File: src/rtl/alu_pipe_pkg.sv
`default_nettype none
// +----------------------------------------------------------------------------+
// | alu_pipe_pkg : opcode encoding and result record shared by the ALU pipe    |
// | Revision     : 1.0                                                         |
// +----------------------------------------------------------------------------+
package alu_pipe_pkg;

    localparam int c_RES_WIDTH = 8;

    typedef enum logic [2:0] {
        OP_ADD     = 3'b000,
        OP_PASS_A  = 3'b001,
        OP_PASS_B  = 3'b010,
        OP_SUB     = 3'b011,
        OP_XOR     = 3'b100,
        OP_AND     = 3'b101,
        OP_OR      = 3'b110,
        OP_ILLEGAL = 3'b111
    } op_e;

    typedef struct packed {
        logic [c_RES_WIDTH-1:0] o1;
        logic                   carry;
        logic                   zero;
        logic                   illegal;
    } alu_res_t;

endpackage
`default_nettype wire

File: src/rtl/alu_pipe_stage.sv
`default_nettype none
// +----------------------------------------------------------------------------+
// | alu_pipe_stage : one valid/ready register slot of the ALU pipeline         |
// | Revision       : 1.0                                                       |
// +----------------------------------------------------------------------------+
module alu_pipe_stage
    import alu_pipe_pkg::*;
#(
    parameter int            DW      = 11,
    parameter logic [DW-1:0] RST_VAL = '0
) (
    input  logic          clock,
    input  logic          clear,
    input  logic          in_valid,
    output logic          in_ready,
    input  logic [DW-1:0] in_data,
    output logic          out_valid,
    input  logic          out_ready,
    output logic [DW-1:0] out_data
);

    logic          r_valid;
    logic [DW-1:0] r_data;

    assign in_ready  = ~r_valid | out_ready;
    assign out_valid = r_valid;
    assign out_data  = r_data;

    // Data is only written on a real load; an emptied slot keeps stale contents.
    always_ff @(posedge clock or negedge clear) begin
        if (!clear) begin
            r_valid <= 1'b0;
            r_data  <= RST_VAL;
        end else begin
            if (in_ready) begin
                r_valid <= in_valid;
            end
            if (in_ready && in_valid) begin
                r_data <= in_data;
            end
        end
    end

endmodule
`default_nettype wire

File: src/rtl/alu_pipe.sv
`default_nettype none
// +----------------------------------------------------------------------------+
// | alu_pipe : combinational ALU feeding STAGES valid/ready register slots.    |
// |            ALU_PIPE_STATS_EN adds op_count / illegal_count outputs.        |
// | Revision : 1.0                                                             |
// +----------------------------------------------------------------------------+
module alu_pipe
    import alu_pipe_pkg::*;
#(
    parameter int WIDTH  = 8,
    parameter int STAGES = 2
) (
    input  logic             clock,
    input  logic             clear,
    input  logic             in_valid,
    output logic             in_ready,
    input  logic [WIDTH-1:0] i1,
    input  logic [WIDTH-1:0] i2,
    input  logic [2:0]       opcode,
    output logic             out_valid,
    input  logic             out_ready,
    output logic [WIDTH-1:0] o1,
    output logic             carry,
    output logic             zero,
    output logic             illegal
`ifdef ALU_PIPE_STATS_EN
    ,
    output logic [31:0]      op_count,
    output logic [15:0]      illegal_count
`endif
);

    // Same layout as alu_res_t, sized to this instance's WIDTH.
    typedef struct packed {
        logic [WIDTH-1:0] o1;
        logic             carry;
        logic             zero;
        logic             illegal;
    } res_t;

    localparam int   c_DW      = $bits(res_t);
    localparam res_t c_RST_RES = '{o1: '0, carry: 1'b0, zero: 1'b1, illegal: 1'b0};

    logic [WIDTH:0] w_wide;
    res_t           w_alu;
    res_t           w_out;
    logic           r_run;

    always_comb begin
        w_wide = '0;
        w_alu  = '0;
        case (op_e'(opcode))
            OP_ADD:     w_wide = {1'b0, i1} + {1'b0, i2};
            OP_PASS_A:  w_wide = {1'b0, i1};
            OP_PASS_B:  w_wide = {1'b0, i2};
            OP_SUB:     w_wide = {1'b0, i1} - {1'b0, i2};
            OP_XOR:     w_wide = {1'b0, i1 ^ i2};
            OP_AND:     w_wide = {1'b0, i1 & i2};
            OP_OR:      w_wide = {1'b0, i1 | i2};
            OP_ILLEGAL: w_alu.illegal = 1'b1;
        endcase
        w_alu.o1    = w_wide[WIDTH-1:0];
        w_alu.carry = w_wide[WIDTH];
        w_alu.zero  = (w_wide[WIDTH-1:0] == '0);
    end

    // Holds in_ready low until the first rising edge after reset release.
    always_ff @(posedge clock or negedge clear) begin
        if (!clear) begin
            r_run <= 1'b0;
        end else begin
            r_run <= 1'b1;
        end
    end

    for (genvar gi = 0; gi < STAGES; gi++) begin : g_stage
        logic            w_vld_i;
        logic            w_rdy_i;
        logic [c_DW-1:0] w_dat_i;
        logic            w_vld_o;
        logic            w_rdy_o;
        logic [c_DW-1:0] w_dat_o;

        if (gi == 0) begin : g_head
            assign w_vld_i = in_valid & r_run;
            assign w_dat_i = w_alu;
        end else begin : g_body
            assign w_vld_i = g_stage[gi-1].w_vld_o;
            assign w_dat_i = g_stage[gi-1].w_dat_o;
        end

        if (gi == STAGES - 1) begin : g_tail
            assign w_rdy_o = out_ready;
        end else begin : g_link
            assign w_rdy_o = g_stage[gi+1].w_rdy_i;
        end

        alu_pipe_stage #(
            .DW      (c_DW),
            .RST_VAL (c_RST_RES)
        ) u_stage (
            .clock     (clock),
            .clear     (clear),
            .in_valid  (w_vld_i),
            .in_ready  (w_rdy_i),
            .in_data   (w_dat_i),
            .out_valid (w_vld_o),
            .out_ready (w_rdy_o),
            .out_data  (w_dat_o)
        );
    end

    assign in_ready  = r_run & g_stage[0].w_rdy_i;
    assign out_valid = g_stage[STAGES-1].w_vld_o;
    assign w_out     = g_stage[STAGES-1].w_dat_o;
    assign o1        = w_out.o1;
    assign carry     = w_out.carry;
    assign zero      = w_out.zero;
    assign illegal   = w_out.illegal;

`ifdef ALU_PIPE_STATS_EN
    logic w_out_hs;
    assign w_out_hs = out_valid & out_ready;

    always_ff @(posedge clock or negedge clear) begin
        if (!clear) begin
            op_count      <= '0;
            illegal_count <= '0;
        end else if (w_out_hs) begin
            op_count <= op_count + 32'd1;
            if (illegal && (illegal_count != 16'hFFFF)) begin
                illegal_count <= illegal_count + 16'd1;
            end
        end
    end
`endif

endmodule
`default_nettype wire

File: config.mk
export PLATFORM = sky130hd
export DESIGN_NAME = alu_pipe
export DESIGN_NICKNAME = d
export VERILOG_FILES = /design/src/rtl/alu_pipe_pkg.sv /design/src/rtl/alu_pipe_stage.sv /design/src/rtl/alu_pipe.sv
export SDC_FILE = /design/constraint.sdc
export NUM_CORES = 1
export LEC_CHECK = 0
export BUFFER_PORTS_ARGS = -buffer_cell sky130_fd_sc_hd__buf_2
export CORE_MARGIN = 3
export CORE_UTILIZATION = 35
export CTS_BUF_LIST = sky130_fd_sc_hd__clkbuf_16
export CTS_CLUSTER_SIZE = 25
export DETAILED_ROUTE_END_ITERATION = 8
export PLACE_DENSITY_LB_ADDON = 0.12
export SKIP_CTS_REPAIR_TIMING = 1
export SLEW_MARGIN = 40
export SYNTH_ARGS = -nofsm -noshare
export SYNTH_HDL_FRONTEND = slang
export SYNTH_SLANG_ARGS = --single-unit
File: constraint.sdc
create_clock -name clock -period 1.5 [get_ports clock]
set_input_delay 0.225 -clock clock [delete_from_list [all_inputs] [get_ports clock]]
set_output_delay 0.225 -clock clock [all_outputs]
set_load 0.05 [all_outputs]
-- Yosys cells after proc, flatten, opt, wreduce, memory -nomap -nowiden
Index checks and enable logic that the tools add are counted.
Widths: inputs -> output; s select.
- output and inout port bits: 13
- flip-flop bits (word level): 25
- input bits: 23
- word-level logic and storage cells: 29
- equality and inequality tests: 7
- add/sub/neg operators: 2
- mux-type cells: 2
- bitwise gates (word level): 9
- reductions and logical operators: 4
- operators by type and width (cell ; count):
    $pmux 9 s7 ; 1
    $eq 3x3->1 const B ; 4
    $add 8x8->9 ; 1
    $sub 8x8->9 ; 1
    $and 8x8->8 ; 1
    $logic_not 8->1 ; 1
    $or 8x8->8 ; 1
    $xor 8x8->8 ; 1
    $eq 3x2->1 const B ; 2
    $eq 3x1->1 const B ; 1
    $logic_not 3->1 ; 1
    $and 1x1->1 ; 2
    $logic_and 1x1->1 ; 2
    $not 1->1 ; 2
    $or 1x1->1 ; 2
    $mux 1 ; 1

-- Logic depth before layout (Yosys ltp)
Gate-level depths: netlist of run 1.
- depth in word-level cells: 4
- gate-level depth with buffers: 12
- mapped depth without buffers: 11

-- Modules after synthesis
From an unflattened synthesis of run 1, not the netlist that was laid out.
- cell total of the unflattened synthesis: 218
- area total of the unflattened synthesis: 2245.9 um2
- modules (own cells, without submodules) (module ; cells an instance ; area an instance (um2) ; sequential area each (um2) ; instances):
    alu_pipe ; 164 ; 1214.9 ; 25.0 ; 1
    alu_pipe_stage ; 27 ; 515.5 ; 301.5 ; 2

-- Worst setup path after synthesis of run 1
No wires, ideal clock.
- kind: input -> register
- start: input opcode[2]
- end: register g_stage[0].u_stage.r_data[10]
- data required time: 1.375 ns
- path slack: -1.267 ns
- data arrival time: 2.642 ns
- library setup time: 0.125 ns
- stages: 11
- buffers on the path: 2
- cells stage by stage: buf_4 > clkbuf_1 > nor2_1 > a21oi_1 > xnor2_1 > ha_1 > or4_1 > o22ai_1 > xnor2_1 > a221o_1 > mux2_2
- cells in the longest elaborated chain, start to end: 2
- elaborated cells between the ends (all ways): 8
- those cells by class: eq/ne: 6; mux: 1; reduce/logical: 1
- ends and longest elaborated chain (item ; RTL line ; source):
    start: declaration ; alu_pipe.sv:19 ; input logic [2:0] opcode,
    $eq 3x3->1, or another cell as far along ; alu_pipe.sv:52 ; case (op_e'(opcode))
    $pmux 9 s7 (*) ; alu_pipe.sv:52 ;
    end signal: assignment ; alu_pipe_stage.sv:39 ; r_data <= in_data;
    end: declaration ; alu_pipe_stage.sv:23 ; logic [DW-1:0] r_data;
Every way passes the cells marked *; elsewhere a longest branch is shown, timed or not.
A chain may end at the register's enable or synchronous reset.

-- Final worst setup path of run 1
- start: input opcode[0]
- end: register g_stage[0].u_stage.r_data[8]
Same word-level chain as after synthesis.

==> results by group, run 1 <==
Outcome
  • Outcome: finished, violations left
  • Failing checks: setup timing

Cells and area
  • Layout area overhead: 53.3%
  • Final nets: 366
  • ANT cells: 0
  • Fraction of layout instances using a drive strength above 1: 51.9%
  • Post-Layout Cell Count: 388

Logic synthesis
  • Synth warn: 0
  • Ys async rst share: 100%
  • EDFF count, synth: 0
  • Mapped cell area: 2060 µm²
  • Seq cells post-synth: 25
  • Cells after Synth: 222
  • Syn Nets: 271
  • Sequential-to-total area share from yosys stat: 30.5%
  • Yosys cell types: roughly 50
  • Syn Area/Cell: 9.27 µm²
  • Ys flop type: dfrtp_1

Critical path
  • Crit path arrival time: about 2.4 ns
  • Setup crit start kind: primary input
  • Kind of critical path: in -> reg
  • CP cell instances: buf_6 -> nand2_4 -> nor2_4 -> buf_12 -> mux2i_4 -> ha_1 -> nand2b_1 -> a211oi_2 -> o21a_1 -> or3_1 -> a31o_4 -> mux2_4
  • Crit Path Max Fanout: 6
  • Slowest stage cell, crit path: or3_1
  • CP peak stage delay: 0.36 ns
  • Crit path required time: 1.64 ns
  • Crit. End Element: flip-flop

STA
  • Max Clock Skew: roughly 0.0014 ns
  • Worst Tran Pin Value: 0.552 ns
  • RSZ-0062 raised after global routing: yes
  • Rel. slew slack: 63.2%
  • Final Setup Violations: 10
  • Fin crit share: 148%
  • Fin Hold WS: between 0.2 and 0.25 ns
  • PnR worst setup slack: -0.725 ns
  • Pins over their slew limit: 0
  • FMAX: 0.449 GHz
  • Final worst path period need: roughly 2.2 ns
  • Final-report hold violation count: 0

Flow run
  • Max-cap viol count: 0

Clock tree
  • Clock Tree Root: clkbuf_16
  • Later-pin clock latency in the skew report: 0.25 ns
  • Clock Tree Buf Depth: 2
  • CTS tree: built
  • CTS HTree Levels: 1
  • Clock transition at path regs: 0.06 ns
  • CTS sink count: 25
  • Total clock buffers created by CTS: 3

Placement
  • Routability-driven placement congestion ratio: slightly above 0.8
  • Post-DP HPWL: 4.11 mm
  • Place WS: -1.10 ns
  • PortBufs: 35
  • Placed cell count: 376

Floorplan
  • Die X: 82.7 µm
  • Cell Rows: 27
  • IO Pins: 36
  • Die area: roughly 6800 µm²
  • Die H: 82.7 µm
  • Total core area: 5610 µm²
  • Initial Util: 36.7%

Pwr
  • Worst VDD drop: slightly above 0.9 mV
  • Comb power frac: 49.9%
  • Leakage power: 1.51 nW
  • Tot Pwr: 0.00296 W
  • Switching part of the total power: 38.3%
  • Sequential power share: a little under a third
  • Clk pwr share: 19.4%
  • Power density cells: between 900 and 1000 nW/µm²
  • Psw: about 0.0011 W
  • Int Power: 0.00182 W

Drt
  • DRT Wirelength: 5.15 mm
  • Drt first pass iters: 4
  • Routed vias/inst: 4.87
  • DR WL/cell: 13.3 µm
  • Initial detailed-routing violation count: 20
  • Routed Antenna Nets: 0
  • DRC viols: 0
  • Via count: 1890

Global route
  • Largest net degree at the start of global routing: 31
  • Total Routing Usage GR: 16.0%
  • First-pass GRT wire length: 8.66 mm
  • Vias in the first global route: 1864
  • Initial antenna violation count: 0
  • Remaining global-route overflow: 0

Hold path
  • HP Class: in -> reg
==> layer usage <==
| metal | vias up | track usage (%) | share of wire [%] |
|---|---|---|---|
| li1 | 982 | - | - |
| met1 | 873 | 21.9 | 48 |
| met2 | 29 | 27.5 | 48 |
| met3 | 6 | 1.08 | 3.1 |
| met4 | 0 | 3.43 | 1.1 |
| met5 | - | 0 | 0 |
==> placed cells by master, fill, tap and decap left out, types with 10 or more instances in the layout <==
master    n
ha_1     19
buf_4    62
mux2_2   13
dfrtp_1  22
buf_2    29
nand2_1  19
inv_1    17
o21ai_0  10
==> logic make-up (layout without fill, tap and decap cells) <==
logic type      Yosys count  count (layout)  synth area share [%]
buf+inv                  29             123                  5.60
simple gates             53              53                  12.5
compound gates           55              55                  17.9
fa+ha+maj                26              26                  16.2
other cells               1               1                 0.182
mux                      20              20                  11.5
flops                    25              25                  30.5
xor+xnor                 13              13                  5.54
==> through the flow <==
stage	area (µm²)	utilization [%]	setup TNS [ns]
3_3_place_gp	2730	48.6	-7.73
4_1_cts	2810	50.1	-5.34
5_1_grt	3150	56.2	-5.00
3_5_place_dp	2730	48.6	-7.95
2_1_floorplan	2110	-	-5.81
6_report	3150	56.2	-4.20
==> worst paths after layout <==
check | start | end | slack [ns] | depth (start not counted)
setup / recovery | opcode[0] | g_stage[0].u_stage.out_data[8] | -0.72 | 12
hold / removal | out_ready | g_stage[1].u_stage.out_valid | 0.25 | 3
setup reg to reg | g_stage[1].u_stage.out_valid | g_stage[0].u_stage.out_data[1] | -0.30 | 6
hold reg to reg | g_stage[0].u_stage.out_data[0] | g_stage[0].u_stage.out_data[0] | 0.47 | 2
max in group asynchronous | clear | g_stage[1].u_stage.out_valid | 0.61 | 2
min in group asynchronous | clear | g_stage[1].u_stage.out_data[5] | 0.49 | 2
==> worst max-delay path, delay by kind of cell <==
kind | cells | cell delay [ns]
AOI/OAI and AO/OA | 3 | 0.55
adders and majority gates | 1 | 0.26
buffers and inverters | 2 | 0.22
muxes | 2 | 0.50
and+or+nand+nor | 4 | 0.60
==> cells in the mapped netlist, drive strengths merged (2+ instances only) <==
master	count	area share (%)
clkbuf	5	0.91
and3	2	0.61
ha	25	15
nand3	8	1.9
nand2	20	3.6
nor3	2	0.49
xnor2	11	4.7
nor2b	4	1.2
a21oi	12	2.9
buf	4	1.0
dfrtp	23	28
mux2i	3	1.5
nor2	6	1.1
dfstp	2	2.6
xor2	2	0.85
o221ai	3	1.3
a31oi	3	0.91
mux2	16	8.9
inv	20	3.6
nand2b	4	1.2
a22oi	4	1.5
o21ai	15	3.6
o21a	2	0.73
a211oi	2	0.73
==> sequential cells by signal, summed over array words and instances, names as in the netlist <==
| register | cells |
|---|---|
| g_stage.u_stage.out_data | 22 |
| g_stage.u_stage.out_valid | 2 |
| r_run | 1 |
==> area by class of cell <==
type	count	area, µm²
Clock inverter	1	5.00
Tap cell	72	90.1
Clock buffer	3	75.1
Multi-Input combinational cell	168	1560
Inverter	20	82.6
Timing Repair Buffer	99	708
Sequential cell	25	629
Fill cell	533	2450
==> power groups by stage <==
stage                     Combinational, W  Sequential (W)  Clock [W]
after CTS                          0.00130        0.000913   0.000587
final                              0.00148        0.000910   0.000574
after detailed placement           0.00130        0.000925          0
after global placement             0.00129        0.000918          0
after floorplan                   0.000525         0.00127          0
after global routing               0.00160        0.000932   0.000617
Power figures use the tool's default switching activity.
==> run 2: changes to the inputs <==
Settings changed: CELL_PAD_IN_SITES_DETAIL_PLACEMENT set to 1, CELL_PAD_IN_SITES_GLOBAL_PLACEMENT set to 1.
==> run 2 against run 1 <==
Net effect:
- the flow still finishes with violations (setup timing)
- fmax is 4.5% lower
- global-route usage is 2.5 points higher
- critical path depth is 1 higher
- worst hold slack better by 0.020 ns
- power is 4.7% higher
- clock skew is 0.0014 ns higher
- via count is 6.8% higher
- non-clock buffer count is 5 higher
- critical path type unchanged
- largest cell class unchanged
==> results by group, run 2 (synthesis results as in run 1) <==
Hold path
  • HP Class: in -> reg (unchanged)
  • Worst Hold Path Cells: 3 (unchanged)

Critical path
  • Reg2reg end: g_stage[0].u_stage.out_data[1] (unchanged)
  • CP Depth: 13 (was 12)
  • Kind of critical path: in -> reg (unchanged)
  • Crit. End Element: flip-flop (unchanged)
  • Setup crit start kind: primary input (unchanged)
  • CP top delay family: compound AO/OA/AOI/OAI gates (was simple AND/OR/NAND/NOR gates)
  • CP endpoint: g_stage[0].u_stage.out_data[10] (was g_stage[0].u_stage.out_data[8])
  • Crit Path Max Fanout: 5 (was 6)
  • Worst-case reg-to-reg path depth: 6 (unchanged)
  • WP buf/inv: 3 (was 2)
  • Critical path origin: opcode[0] (unchanged)
  • CP cell instances: buf_6 -> nand2_4 -> nor2_4 -> buf_12 -> buf_6 -> a31oi_2 -> xnor2_1 -> ha_1 -> or4_4 -> o22ai_4 -> xnor2_1 -> a221o_1 -> mux2_4 (was buf_6 -> nand2_4 -> nor2_4 -> buf_12 -> mux2i_4 -> ha_1 -> nand2b_1 -> a211oi_2 -> o21a_1 -> or3_1 -> a31o_4 -> mux2_4)
  • CP peak stage delay: 0.44 ns (was 0.36 ns)
  • Crit path arrival time: 2.47 ns (was 2.37 ns)
  • R2r startpoint: g_stage[1].u_stage.out_valid (unchanged)
  • Crit path required time: 1.64 ns (about the same)
  • Reg-to-reg setup timing slack: -0.29 ns (was -0.30 ns)
  • Slowest stage cell, crit path: or4_4 (was or3_1)

STA
  • Pins over their slew limit: 0 (unchanged)
  • Max Clock Skew: 0.00288 ns (was 0.00145 ns)
  • Fin crit share: 155% (was 148%)
  • Rel. slew slack: 63.0% (was 63.2%)
  • Setup TNS: -5.12 ns (was -4.20 ns)
  • Worst Tran Pin Value: 0.554 ns (was 0.552 ns)
  • FMAX: 0.429 GHz (was 0.449 GHz)
  • RSZ-0062 raised after global routing: yes (unchanged)
  • PnR worst setup slack: -0.829 ns (was -0.725 ns)
  • Final-report hold violation count: 0 (unchanged)
  • Final worst path period need: 2.33 ns (was 2.22 ns)
  • Final Setup Violations: 10 (unchanged)

Global route
  • Remaining global-route overflow: 0 (unchanged)
  • Grt met3 use: 0.976% (was 1.08%)
  • Total Routing Usage GR: 18.5% (was 16.0%)
  • Met2 usage: 34.7% (was 27.5%)
  • First-pass GRT wire length: 9.71 mm (was 8.66 mm)
  • Layer with the highest usage: met2 (unchanged)
  • Largest net degree at the start of global routing: 31 (unchanged)
  • Initial antenna violation count: 0 (unchanged)
  • Vias in the first global route: 2034 (was 1864)
  • Met1 usage: 22.7% (was 21.9%)

Floorplan
  • Cell Rows: 27 (unchanged)
  • Die area: 6830 µm² (unchanged)
  • Die H: 82.7 µm (unchanged)
  • Total core area: 5610 µm² (unchanged)
  • IO Pins: 36 (unchanged)
  • Die X: 82.7 µm (unchanged)
  • Initial Util: 36.7% (unchanged)

Cells and area
  • Fraction of layout instances using a drive strength above 1: 53.3% (was 51.9%)
  • Final nets: 371 (was 366)
  • Layout area overhead: 57.4% (was 53.3%)
  • Commonest non-fill, non-tap cell in the layout: buf_4 (unchanged)
  • Max reg flops: 22 (unchanged)
  • Most frequent cells in the layout: buf_4 (62), buf_2 (30), dfrtp_1 (22) (was buf_4 (62), buf_2 (29), dfrtp_1 (22))
  • ANT cells: 0 (unchanged)
  • Post-Layout Inst Area: 3240 µm² (was 3150 µm²)
  • Final core occ: 57.7% (was 56.2%)

Clock tree
  • Later-pin clock latency in the skew report: 0.25 ns (about the same)
  • CTS HTree Levels: 1 (unchanged)
  • Clock Tree Root: clkbuf_16 (unchanged)
  • Clock transition at path regs: 0.06 ns (about the same)
  • Total clock buffers created by CTS: 3 (unchanged)
  • CTS tree: built (unchanged)
  • Clock Tree Buf Depth: 2 (unchanged)
  • CTS sink count: 25 (unchanged)

Drt
  • DRC viols: 0 (unchanged)
  • Routed vias/inst: 5.14 (was 4.87)
  • Routed Antenna Nets: 0 (unchanged)
  • Via count: 2019 (was 1890)
  • Initial detailed-routing violation count: 41 (was 20)
  • DRT Wirelength: 6.88 mm (was 5.15 mm)
  • Drt first pass iters: 4 (unchanged)
  • DR WL/cell: 17.5 µm (was 13.3 µm)

Pwr
  • Worst VDD drop: 0.885 mV (was 0.920 mV)
  • Leakage power: 1.54 nW (was 1.51 nW)
  • Power density cells: 957 nW/µm² (was 939 nW/µm²)

Flow run
  • Max-cap viol count: 0 (unchanged)

Placement
  • Routability-driven placement congestion ratio: 0.844 (was 0.818)
  • Post-DP HPWL: 4.85 mm (was 4.11 mm)
  • Placed inst area: 2750 µm² (was 2730 µm²)
  • PortBufs: 35 (unchanged)

Outcome
  • Outcome: finished, violations left (unchanged)
  • Failing checks: setup timing (unchanged)
## run 2: changes by cell type in the layout (fill, tap and decap cells not counted), moves of 3 or more
cell and delta:
ha_2 +3, ha_1 -3, a21oi_2 -3, o21ai_0 -3, o21ai_1 +4
## run 2: final cells by class
cell class / count / area (µm²)
Sequential cell: 25 / 629
Tap cell: 72 / 90.1
Timing Repair Buffer: 104 / 763
Multi-Input combinational cell: 168 / 1600
Clock buffer: 3 / 75.1
Clock inverter: 1 / 5.00
Inverter: 20 / 77.6
Fill cell: 647 / 2370
## run 2: worst min path at each step
stage | start | end | slack, ns
2_1_floorplan | clear | g_stage[0].u_stage.out_data[0] | -0.07
3_3_place_gp | clear | g_stage[1].u_stage.out_data[4] | 0.24
3_5_place_dp | clear | g_stage[1].u_stage.out_data[4] | 0.24
4_1_cts | clear | g_stage[1].u_stage.out_data[4] | -0.03
5_1_grt | out_ready | g_stage[1].u_stage.out_valid | 0.28
6_report | out_ready | g_stage[1].u_stage.out_valid | 0.27
## run 2: layer usage
metal / part of all wire, % / routed length [µm]
met1: 44 / 3020
met4: 0.92 / 63
met3: 2.1 / 143
met5: 0 / 0
met2: 53 / 3660
## run 2: report_power, final
group          switching [W]  internal, W  leakage (nW)
sequential         0.0000785     0.000835         0.307
clock               0.000221     0.000358        0.0409
combinational       0.000935     0.000671          1.19
total                0.00123      0.00186          1.54
## run 2: worst min-delay path: cells and delay by family
| kind | cells | cell delay, ns |
|---|---|---|
| buffers and inverters | 1 | 0.08 |
| AND/OR/NAND/NOR | 2 | 0.17 |
## run 2: per-stage QoR
stage | std cells | total power [W] | hold slack [ns] | setup WS (ns)
2_1_floorplan | 222 | 0.00179 | -0.0706 | -0.941
3_3_place_gp | 377 | 0.00222 | 0.237 | -1.18
3_5_place_dp | 377 | 0.00227 | 0.240 | -1.20
4_1_cts | 381 | 0.00285 | -0.0319 | -0.927
5_1_grt | 393 | 0.00328 | 0.283 | -0.877
6_report | 393 | 0.00310 | 0.269 | -0.829
